`config.mk`:
```
export PLATFORM = sky130hd
export DESIGN_NAME = pipeline_hazard_ctrl
export DESIGN_NICKNAME = d
export VERILOG_FILES = /design/src/rtl/pipeline_hazard_ctrl_pkg.sv /design/src/rtl/pipeline_hazard_ctrl_fwd_sel.sv /design/src/rtl/pipeline_hazard_ctrl.sv
export SDC_FILE = /design/constraint.sdc
export NUM_CORES = 1
export LEC_CHECK = 0
export CORE_UTILIZATION = 52
export CTS_CLUSTER_SIZE = 20
export DETAILED_ROUTE_END_ITERATION = 6
export PLACE_DENSITY = 0.86
export SLEW_MARGIN = 20
export SYNTH_ARGS = -nofsm -noshare
export SYNTH_HDL_FRONTEND = slang
export SYNTH_SLANG_ARGS = --single-unit
```
`constraint.sdc`:
```
create_clock -name clk -period 6.5 [get_ports clk]
set_input_delay 1.3 -clock clk [delete_from_list [all_inputs] [get_ports clk]]
set_output_delay 1.3 -clock clk [all_outputs]
set_load 0.005 [all_outputs]
```
`src/rtl/pipeline_hazard_ctrl_pkg.sv`:
```
// Shared types and constants for the pipeline hazard controller.
package pipe_ctrl_pkg;

    localparam int unsigned REG_W = 5;

    typedef enum logic [1:0] {
        RUN      = 2'd0,
        MEM_WAIT = 2'd1,
        ERR      = 2'd2
    } state_e;

    localparam logic [1:0] FWD_RF         = 2'b00;
    localparam logic [1:0] FWD_M          = 2'b10;
    localparam logic [1:0] FWD_W          = 2'b01;
    localparam logic [1:0] RESULTSRC_LOAD = 2'b01;

endpackage

```
`src/rtl/pipeline_hazard_ctrl_fwd_sel.sv`:
```
// Operand forwarding select for one Execute-stage source register.
module fwd_sel
    import pipe_ctrl_pkg::*;
(
    input  logic [REG_W-1:0] rs_i,
    input  logic [REG_W-1:0] rd_m_i,
    input  logic [REG_W-1:0] rd_w_i,
    input  logic             regwrite_m_i,
    input  logic             regwrite_w_i,
    output logic [1:0]       fwd_o
);

    // Memory stage has priority over writeback; x0 never forwards.
    always_comb begin
        fwd_o = FWD_RF;
        if (regwrite_m_i && (rd_m_i != '0) && (rd_m_i == rs_i)) begin
            fwd_o = FWD_M;
        end else if (regwrite_w_i && (rd_w_i != '0) && (rd_w_i == rs_i)) begin
            fwd_o = FWD_W;
        end
    end

endmodule

```
`src/rtl/pipeline_hazard_ctrl.sv`:
```
// Hazard/sequencing controller: forwarding, load-use stall, branch flush,
// memory-wait freeze with watchdog, and performance counters.
module pipeline_hazard_ctrl
    import pipe_ctrl_pkg::*;
#(
    parameter int unsigned CNT_W    = 32,
    parameter int unsigned MAX_WAIT = 255,
    parameter int unsigned WAIT_W   = 8
) (
    input  logic             clk,
    input  logic             rst_n,
    input  logic [REG_W-1:0] Rs1_D,
    input  logic [REG_W-1:0] Rs2_D,
    input  logic [REG_W-1:0] Rs1_E,
    input  logic [REG_W-1:0] Rs2_E,
    input  logic [REG_W-1:0] RD_E,
    input  logic [REG_W-1:0] RD_M,
    input  logic [REG_W-1:0] RD_W,
    input  logic             RegWrite_M,
    input  logic             RegWrite_W,
    input  logic [1:0]       ResultSrc_E,
    input  logic             PCSrc_E,
    input  logic             MemAccess_M,
    input  logic             mem_ready,
    output logic [1:0]       ForwardA_E,
    output logic [1:0]       ForwardB_E,
    output logic             Stall_F,
    output logic             Stall_D,
    output logic             Stall_E,
    output logic             Stall_M,
    output logic             Flush_D,
    output logic             Flush_E,
    output logic             Flush_W,
    output logic             mem_err,
    output logic [CNT_W-1:0] cyc_cnt,
    output logic [CNT_W-1:0] stall_cnt,
    output logic [CNT_W-1:0] flush_cnt
);

    state_e              state_q, state_d;
    logic [WAIT_W-1:0]   wait_q, wait_d;
    logic                mem_err_q;
    logic [CNT_W-1:0]    cyc_cnt_q, stall_cnt_q, flush_cnt_q;
    logic [1:0]          fwd_a_c, fwd_b_c;
    logic                mem_hold_c, freeze_c, lw_c, lwe_c;

    fwd_sel u_fwd_a (
        .rs_i         (Rs1_E),
        .rd_m_i       (RD_M),
        .rd_w_i       (RD_W),
        .regwrite_m_i (RegWrite_M),
        .regwrite_w_i (RegWrite_W),
        .fwd_o        (fwd_a_c)
    );

    fwd_sel u_fwd_b (
        .rs_i         (Rs2_E),
        .rd_m_i       (RD_M),
        .rd_w_i       (RD_W),
        .regwrite_m_i (RegWrite_M),
        .regwrite_w_i (RegWrite_W),
        .fwd_o        (fwd_b_c)
    );

    // Hazard detection; a taken branch squashes the dependent instruction.
    always_comb begin
        mem_hold_c = MemAccess_M & ~mem_ready;
        freeze_c   = (state_q == ERR) | mem_hold_c;
        lw_c       = (ResultSrc_E == RESULTSRC_LOAD) && (RD_E != '0) &&
                     ((RD_E == Rs1_D) || (RD_E == Rs2_D));
        lwe_c      = lw_c & ~PCSrc_E;
    end

    // Mealy control outputs; reset forces bubbles everywhere and no stalls.
    always_comb begin
        ForwardA_E = FWD_RF;
        ForwardB_E = FWD_RF;
        Stall_F    = 1'b0;
        Stall_D    = 1'b0;
        Stall_E    = 1'b0;
        Stall_M    = 1'b0;
        Flush_D    = 1'b1;
        Flush_E    = 1'b1;
        Flush_W    = 1'b1;
        if (rst_n) begin
            ForwardA_E = fwd_a_c;
            ForwardB_E = fwd_b_c;
            if (freeze_c) begin
                Stall_F = 1'b1;
                Stall_D = 1'b1;
                Stall_E = 1'b1;
                Stall_M = 1'b1;
                Flush_D = 1'b0;
                Flush_E = 1'b0;
                Flush_W = 1'b1;
            end else begin
                Stall_F = lwe_c;
                Stall_D = lwe_c;
                Flush_D = PCSrc_E;
                Flush_E = lwe_c | PCSrc_E;
                Flush_W = 1'b0;
            end
        end
    end

    // Memory-wait state machine and watchdog counter next state.
    always_comb begin
        state_d = state_q;
        wait_d  = wait_q;
        case (state_q)
            RUN: begin
                if (mem_hold_c) begin
                    state_d = MEM_WAIT;
                    wait_d  = WAIT_W'(1);
                end
            end
            MEM_WAIT: begin
                if (mem_ready) begin
                    state_d = RUN;
                    wait_d  = '0;
                end else begin
                    wait_d = wait_q + WAIT_W'(1);
                    if (wait_d == WAIT_W'(MAX_WAIT)) begin
                        state_d = ERR;
                    end
                end
            end
            ERR: begin
            end
            default: begin
                state_d = RUN;
                wait_d  = '0;
            end
        endcase
    end

    // State, sticky error and free-running counters.
    always_ff @(posedge clk or negedge rst_n) begin
        if (!rst_n) begin
            state_q     <= RUN;
            wait_q      <= '0;
            mem_err_q   <= 1'b0;
            cyc_cnt_q   <= '0;
            stall_cnt_q <= '0;
            flush_cnt_q <= '0;
        end else begin
            state_q     <= state_d;
            wait_q      <= wait_d;
            mem_err_q   <= (state_d == ERR);
            cyc_cnt_q   <= cyc_cnt_q + CNT_W'(1);
            stall_cnt_q <= stall_cnt_q + CNT_W'(Stall_F);
            if (PCSrc_E && !freeze_c) begin
                flush_cnt_q <= flush_cnt_q + CNT_W'(1);
            end
        end
    end

    assign mem_err   = mem_err_q;
    assign cyc_cnt   = cyc_cnt_q;
    assign stall_cnt = stall_cnt_q;
    assign flush_cnt = flush_cnt_q;

endmodule

```
==> Word-level counts from Yosys, hierarchy flattened <==
Index checks and enable logic that the tools add are counted.
{ "op_classes": {"addsub": 4, "n_eq_ne": 12, "n_mux": 22, "bitwise_logic": 7, "n_reduce_logical": 16} }
{ "op_table": {"columns": ["operator", "count"], "rows": [
  ["adder 32 x 1 -> 32 bit (second input constant)", 2],
  ["adder 32 x 1 -> 32 bit", 1],
  ["== test 5 bit", 6],
  ["case mux 8 bit (3 select lines)", 1],
  ["two-way mux 8 bit", 2],
  ["nonzero test 5 bit", 3],
  ["two-way mux 2 bit", 7],
  ["two-way mux 1 bit", 11],
  ["logical AND 1 bit", 9],
  ["adder 8 x 1 -> 8 bit (second input constant)", 1],
  ["== test 8 bit (second input constant)", 1],
  ["case mux 2 bit (3 select lines)", 1],
  ["== test 2 x 1 -> 1 bit (second input constant)", 2],
  ["== test 2 bit (second input constant)", 2],
  ["inverter 1 bit", 3],
  ["AND 1 bit", 2],
  ["logical NOT 2 bit", 1],
  ["!= test 2 bit (second input constant)", 1],
  ["bitwise OR 1 bit", 2],
  ["AND reduction 2 bit", 1],
  ["logical NOT 1 bit", 1],
  ["logical OR 1 bit", 1]
]} }
{ "word_totals": {"regBits": 107, "inputBits": 44, "wordCells": 67} }

==> Depth between registers and ports, before layout <==
Gate-level depths: netlist of run 1.
{ "logic_depth": {"depth_word": 7, "ltp_mapped": 11} }

==> Modules after synthesis <==
Synthesis of run 1 repeated with hierarchy kept, for this count alone.
{ "unflattened": {"cells_unflattened": 516, "hier_area_um2": 5569.1} }
{ "modules_own_cells": {"columns": ["mod", "n_inst", "cells_each", "area_per_inst_um2", "seq_area_each_um2"], "rows": [
  ["pipeline_hazard_ctrl", 1, 476, 5266.3, 2677.6],
  ["fwd_sel", 2, 20, 151.4, 0.0]
]} }

==> Least setup slack after synthesis of run 1 <==
Ideal clock, no wire load.
{ "synth_timing": {"path_type": "input to output", "startpoint": "in RD_E[2]", "endpoint": "out Stall_F", "arrival_ps": 2443, "required_ps": 5200, "slack_ps": 2757, "cell_stages": 5, "path_buffers": 1, "cell_sequence": "xor2_1 > nor3_1 > a22oi_1 > o41ai_1 > buf_4"} }
{ "synth_between": {"elab_chain_len": 6, "elab_cells_between_ends": 9, "cone_classes": "eq/ne: 2; mux: 2; bitwise: 1; reduce/logical: 4"} }
{ "synth_rtl": {"columns": ["item", "line_no", "text"], "rows": [
  ["start: declaration", "pipeline_hazard_ctrl.sv:16", "input logic [REG_W-1:0] RD_E,"],
  ["== test 5 bit / nonzero test 5 bit (equally long branches)", "pipeline_hazard_ctrl.sv:70, pipeline_hazard_ctrl.sv:69", null],
  ["logical OR 1 bit / logical AND 1 bit (equally long branches)", "pipeline_hazard_ctrl.sv:70, pipeline_hazard_ctrl.sv:69", null],
  ["logical AND 1 bit (*)", "pipeline_hazard_ctrl.sv:69", "lw_c = (ResultSrc_E == RESULTSRC_LOAD) && (RD_E != '0) &&"],
  ["AND 1 bit (*)", "pipeline_hazard_ctrl.sv:71", "lwe_c = lw_c & ~PCSrc_E;"],
  ["two-way mux 1 bit (*) (2 in series)", null, null],
  ["end: declaration", "pipeline_hazard_ctrl.sv:27", "output logic Stall_F,"]
]} }
Every way passes the cells marked *; elsewhere a longest branch is shown, timed or not.

==> Final worst setup path of run 1 <==
{ "layout_timing": {"startpoint": "in RD_E[2]", "endpoint": "out Stall_D"} }
{ "layout_between": {"elab_chain_len": 6, "elab_cells_between_ends": 9, "cone_classes": "eq/ne: 2; mux: 2; bitwise: 1; reduce/logical: 4"} }
{ "layout_rtl": {"columns": ["item", "line_no", "text"], "rows": [
  ["== test 5 bit / nonzero test 5 bit (equally long branches)", "pipeline_hazard_ctrl.sv:70, pipeline_hazard_ctrl.sv:69", null],
  ["logical OR 1 bit / logical AND 1 bit (equally long branches)", "pipeline_hazard_ctrl.sv:70, pipeline_hazard_ctrl.sv:69", null],
  ["logical AND 1 bit (*)", "pipeline_hazard_ctrl.sv:69", null],
  ["AND 1 bit (*)", "pipeline_hazard_ctrl.sv:71", null],
  ["two-way mux 1 bit (*)", "pipeline_hazard_ctrl.sv:88", "if (freeze_c) begin"],
  ["two-way mux 1 bit (*)", "pipeline_hazard_ctrl.sv:85", "if (rst_n) begin"],
  ["end: declaration", "pipeline_hazard_ctrl.sv:28", "output logic Stall_D,"]
]} }
Marked as above.

==> metrics, run 1 <==
status completed; first-pass GRT wire length 20.6 mm; vias 4344; clock root buffer master clkbuf_8; Die Wd 103 um; highest layer used for signal routing met4; CTS hold repair buffers 0; Netlist cell types 37; syn_nets 557; commonest cells in the netlist dfrtp_1, xor2_1, xnor2_1; max-slew violations 0; Max rail drop VDD 0.000107 V; # rows 36; WS Path Type in -> out; routed wl met3 537 um; Worst Reg2Reg Path Length in Cells 9; DP HPWL 9.54 mm; total wire length 12.6 mm; area leader, netlist dfrtp_1; P_leak 0.00315 uW; Area Growth Syn to Fin 34.5%; antenna cell count 0; critical path required time 5.20 ns; Final nets 708; # clock sinks 107; Port Buffer Count 151; reg-to-reg startpoint state_q[0]; CTS Buffer Depth 2; final critical-path share of the clock period 77.8%; Reg clk slew, reported paths 0.12 ns; antenna violations before repair 0; GRT Resource Usage Total 25.0%; Cell Area, Synth 5330 um^2; wire per inst 15.8 um; crit path capture type primary output; clk_lat worst skew 0.36 ns; Mean Syn Cell Area 10.5 um^2; DR DRC count 0; Final Skew 0.0165 ns; RSZ-0062 raised after global routing false; vias in the first global route 4284; DR WL met2 6.35 mm; most used cell, CP clkdlybuf4s50_1; Internal 1010 uW; Psw 374 uW; crit path launch RD_E[2]; CP Cell Sequence clkdlybuf4s50_1, xor2_1, nor3_1, a22oi_1, o41ai_1, clkdlybuf4s50_1; final setup violating endpoints 0; FFs w/ async S/R, synth 100%; Slowest-stage cell, CP o41ai_1; EDFF count, synth 0; Synth Warn # 0; met1 wire length 5.55 mm; CTS tree done; Post-DP Area 6960 um^2; Max Cap Violations 0; switch share 27.0%; Resized cells post-CTS 0; Logic pwr share 15.1%; Synth Register Bits 107; Max Fclk 198 MHz; first-pass detailed-route iteration total 4; Synth Flop Type dfrtp_1; Final ANT Viol Nets 0; sequential-to-total area share from yosys stat 50.2%; Detailed Route Iter0 Violations 109; Initial Util 54.0%; GP Congestion 0.904; hold crit path type reg -> reg; Die Y 103 um; final hold vios 0; worst slew pin tran 1.06 ns; Top-Level Pins 152; Max stage delay on crit path 0.81 ns; top-area cell type share of the netlist area 50.2%; Clk pwr share 30.7%; CORE AREA 9860 um^2; fin crit period 5.06 ns; crit path launch type primary input; Hold Crit Depth 1; H-Tree Level Count 3; share of layout cells above drive strength 1 3.47%; cells taking the most area after synthesis dfrtp_1, xor2_1, xnor2_1, nand3_1, nor4_1; Mapped Cells 507; critical-path maximum fanout 3; Seq pwr share 54.1%; pin count of the biggest net entering global routing 59; Worst slew margin 28.4%; PwrDens 193 nW/um^2; final setup TNS 0 ns; count leader, synth dfrtp_1; Finished Cell Area 7170 um^2; CTS buffer count 9; vias per cell 5.46; Die ar. 10700 um^2; hold path start cyc_cnt[31]; postcts setup bufs 0; crit path DAT 3.76 ns; GRT overflow 0
-- per-layer routing --
layer / vias up / GRT usage (%)
li1: 2091 / -
met1: 2126 / 33.3
met2: 113 / 42.2
met3: 14 / 4.17
met4: 0 / 7.48
met5: - / 0
-- cells by family after synthesis --
group / synth area share, %
AOI/OAI and AO/OA: 3.03
xor gates and xnor gates: 20.5
adders and majority gates: 1.41
buffers and inverters: 2.23
DFF: 50.2
muxes: 0.188
and+or+nand+nor: 22.4
-- sequential cells by signal (all words and copies together), names as in the netlist --
| name | cells |
|---|---|
| cyc_cnt | 32 |
| flush_cnt | 32 |
| stall_cnt | 32 |
| wait_q | 8 |
| state_q | 2 |
| mem_err | 1 |
-- worst paths after layout --
| check | endpoint | slack (ns) |
|---|---|---|
| min in group asynchronous | stall_cnt[30] | 0.77 |
| max | Stall_D | 1.44 |
| min reg2reg | cyc_cnt[31] | 0.48 |
| max reg2reg | stall_cnt[31] | 3.59 |
| max in group asynchronous | stall_cnt[15] | 4.21 |
| min | cyc_cnt[31] | 0.48 |
-- final cells by class --
| cell class | instances | area [um^2] |
|---|---|---|
| tap | 133 | 166 |
| clock inverter | 6 | 77.6 |
| fill | 703 | 2700 |
| multi-input combinational | 372 | 2540 |
| sequential | 107 | 2680 |
| inverter | 15 | 56.3 |
| clock buffer | 10 | 128 |
| timing repair buffer | 153 | 1520 |
-- stage by stage --
stage                     total power (uW)  setup WS [ns]  cells  util (%)  hold slack, ns
after floorplan                        821           2.76    507         -           0.465
after global placement                 962           1.49    780      70.6           0.456
after detailed placement               971           1.47    780      70.6           0.466
after CTS                             1400           1.47    796      72.7           0.483
after global routing                  1440           1.33    796      72.7           0.513
final                                 1380           1.44    796      72.7           0.479
-- power groups by stage --
stage / clock network [uW] / logic [uW] / registers [uW]
after global placement: 0 / 204 / 757
final: 426 / 210 / 750
after CTS: 436 / 212 / 750
after global routing: 456 / 230 / 757
after detailed placement: 0 / 210 / 761
after floorplan: 0 / 66.1 / 755
-- placed cells by master (no fill, tap or decap), types with 3 or more instances in the layout --
cell type / synthesis / layout
clkbuf_8: 0 / 9
nor2_1: 22 / 22
nor2b_1: 3 / 3
dfrtp_1: 107 / 107
a32o_1: 4 / 4
xor2_1: 76 / 76
nand4_1: 20 / 20
inv_1: 15 / 15
nor3_1: 17 / 17
nand3_1: 46 / 46
clkdlybuf4s50_1: 0 / 150
buf_4: 2 / 3
ha_1: 6 / 6
a21oi_1: 4 / 4
nand2_1: 40 / 40
nor4_1: 25 / 24
or4_1: 6 / 6
o21ai_0: 8 / 8
nor4_2: 2 / 3
xnor2_1: 49 / 49
and2_1: 4 / 4
and3_1: 10 / 10
and4_1: 13 / 13
nand2b_1: 3 / 3
-- worst max-delay path: cells and delay by family --
kind                      cells  cell delay, ns
buffers and inverters         2            1.13
AOI/OAI and AO/OA             2            0.95
xor gates and xnor gates      1            0.19
and+or+nand+nor               1            0.19
Note: power is estimated with default switching activity, not from simulation.
==> inputs of run 2 (changes only) <==
--- a/config.mk
+++ b/config.mk
@@ -5,10 +5,10 @@
 export SDC_FILE = /design/constraint.sdc
 export NUM_CORES = 1
 export LEC_CHECK = 0
-export CORE_UTILIZATION = 52
+export CORE_UTILIZATION = 43
 export CTS_CLUSTER_SIZE = 20
 export DETAILED_ROUTE_END_ITERATION = 6
-export PLACE_DENSITY = 0.86
+export PLACE_DENSITY = 0.76
 export SLEW_MARGIN = 20
 export SYNTH_ARGS = -nofsm -noshare
 export SYNTH_HDL_FRONTEND = slang
==> constraint.sdc (replaced) <==
create_clock -name clk -period 4.6 [get_ports clk]
set_input_delay 0.92 -clock clk [delete_from_list [all_inputs] [get_ports clk]]
set_output_delay 0.92 -clock clk [all_outputs]
set_load 0.005 [all_outputs]
==> metrics, run 2 (synthesis results as in run 1) <==
status completed; GRT overflow 0 (unchanged); met2 Usage GRT 33.7% (-8.5 points); Reg area 2680 um^2 (unchanged); footprint of the multi-input gates 2540 um^2 (unchanged); Max rail drop VDD 0.000149 V (+40%); Final Skew 0.00636 ns (-0.0102 ns); Layout Utilization 60.8% (-12 points); critical path required time 3.68 ns (-1.52 ns); WS Path Type in -> out; antenna cell count 0 (unchanged); clock root buffer master clkbuf_16; first-pass detailed-route iteration total 4 (unchanged); GP Congestion 0.892 (-1.3%); postcts setup bufs 0 (unchanged); Max Fclk 245 MHz; CTS buffer count 9 (unchanged); Final nets 709 (+0.14%); Area Growth Syn to Fin 37.6%; CTS hold repair buffers 0 (unchanged); final setup margin 0.519 ns (-0.924 ns); RSZ-0062 raised after global routing false; most frequent cells in the layout clkdlybuf4s50_1, dfrtp_1, xor2_1; cell family with most CP delay buffers and inverters; P_leak 0.00321 uW (+1.9%); Initial Util 44.2% (-9.8 points); non-filler cells, final 832 (+4.5%); Buffers & Inverters on Critical Path 2 (unchanged); Reg clk slew, reported paths 0.07 ns (-0.05 ns); Die Wd 113 um (+9.8%); DR DRC count 0 (unchanged); busiest grt layer met2; wire per inst 14.9 um (-6.0%); Resized cells post-CTS 0 (unchanged); crit path launch type primary input; final setup violating endpoints 0 (unchanged); grt met1 use 25.9% (-7.4 points); vias 4337 (-0.16%); first-pass GRT wire length 20.8 mm (+0.80%); crit path DAT 3.16 ns (-0.60 ns); max-slew violations 0 (unchanged); Place WS 0.518 ns (-0.952 ns); crit path capture type primary output; Post-Place Cells 816 (+4.6%); CTS Buffer Depth 2 (unchanged); total wire length 12.4 mm (-1.8%); Filler cells 992 (+41%); final hold vios 0 (unchanged); met3 Resource Use GR 4.87% (+0.71 points); GRT Resource Usage Total 20.5% (-4.5 points); commonest non-fill, non-tap cell in the layout clkdlybuf4s50_1; Worst slew margin 28.1% (-0.29 points); Max Cap Violations 0 (unchanged); Final ANT Viol Nets 0 (unchanged); Slowest-stage cell, CP clkdlybuf4s50_1; hold crit path type reg -> reg; worst slew pin tran 1.07 ns (+0.00428 ns); PwrDens 296 nW/um^2 (+53%); antenna violations before repair 0 (unchanged); H-Tree Level Count 3 (unchanged); Detailed Route Iter0 Violations 236 (+120%); Max stage delay on crit path 0.57 ns (-0.24 ns); Die Y 113 um (+9.8%); share of layout cells above drive strength 1 3.61% (+0.15 points); CORE AREA 12100 um^2 (+22%); final setup TNS 0 ns (unchanged); pin count of the biggest net entering global routing 59 (unchanged); # rows 40 (+11%); Die ar. 12800 um^2 (+21%); Port Buffer Count 151 (unchanged); fin crit period 4.08 ns; CP Cell Sequence clkdlybuf4s50_1, or4_1, o21ai_0, nor4_1, nor4_1, clkdlybuf4s50_1; # clock sinks 107 (unchanged); DP HPWL 9.24 mm (-3.1%); vias per cell 5.21 (-4.5%); clk_lat worst skew 0.35 ns (about the same); Top-Level Pins 152 (unchanged); critical-path maximum fanout 3 (unchanged); final critical-path share of the clock period 88.7%; CTS tree done; vias in the first global route 4233 (-1.2%)
## run 2: cell count changes in the layout (fill, tap and decap cells not counted)
| cell | delta |
|---|---|
| clkinv_4 | +1 |
| clkinv_2 | +2 |
| inv_6 | -1 |
| buf_4 | +1 |
| clkbuf_8 | -9 |
| clkbuf_16 | +9 |
| bufinv_16 | +1 |
| inv_8 | -2 |
| clkinvlp_4 | -1 |
## run 2: layer usage
metal  up-vias  part of all wire, %
met3        22                  6.6
li1       2098                    -
met1      2065                   42
met2       152                   49
met5         -                    0
met4         0                  2.1
## run 2: where the power goes
| part | leakage (uW) | switching, uW | internal [uW] | total, uW |
|---|---|---|---|---|
| combinational | 0.00162 | 119 | 172 | 291 |
| sequential | 0.00143 | 66.2 | 992 | 1060 |
| clock | 0.000157 | 339 | 478 | 817 |
| total | 0.00321 | 525 | 1640 | 2170 |
## run 2: final timing paths
check / end / startpoint / cells after the start / slack [ns]
hold reg to reg: flush_cnt[31] / flush_cnt[31] / 1 / 0.47
hold / removal: flush_cnt[31] / flush_cnt[31] / 1 / 0.47
max in group asynchronous: flush_cnt[12] / rst_n / 3 / 2.66
setup / recovery: ForwardA_E[0] / RD_M[0] / 6 / 0.52
setup reg to reg: stall_cnt[28] / state_q[0] / 11 / 1.63
min in group asynchronous: wait_q[6] / rst_n / 2 / 0.73
## run 2: final cells by class
| cell class | count | share of cell area (%) |
|---|---|---|
| timing repair buffer | 154 | 20.9 |
| sequential | 107 | 36.5 |
| tap | 168 | 2.87 |
| inverter | 15 | 0.768 |
| clock inverter | 6 | 1.19 |
| clock buffer | 10 | 3.12 |
| multi-input combinational | 372 | 34.6 |
## run 2: per-stage QoR
step | power, uW | hold slack, ns | cell area, um^2
final | 2170 | 0.472 | 7330
after global routing | 2260 | 0.487 | 7330
after CTS | 2200 | 0.474 | 7330
after detailed placement | 1370 | 0.465 | 7010
after global placement | 1360 | 0.454 | 7010
after floorplan | 1160 | 0.465 | 5330
## run 2: worst reg2reg max path: cells and delay by family, from the launching register on
family	cells	cell delay, ns
DFF	1	0.48
xor gates and xnor gates	1	0.21
AOI/OAI and AO/OA	1	0.11
buffers and inverters	1	0.20
and+or+nand+nor	6	1.45
adders and majority gates	2	0.45
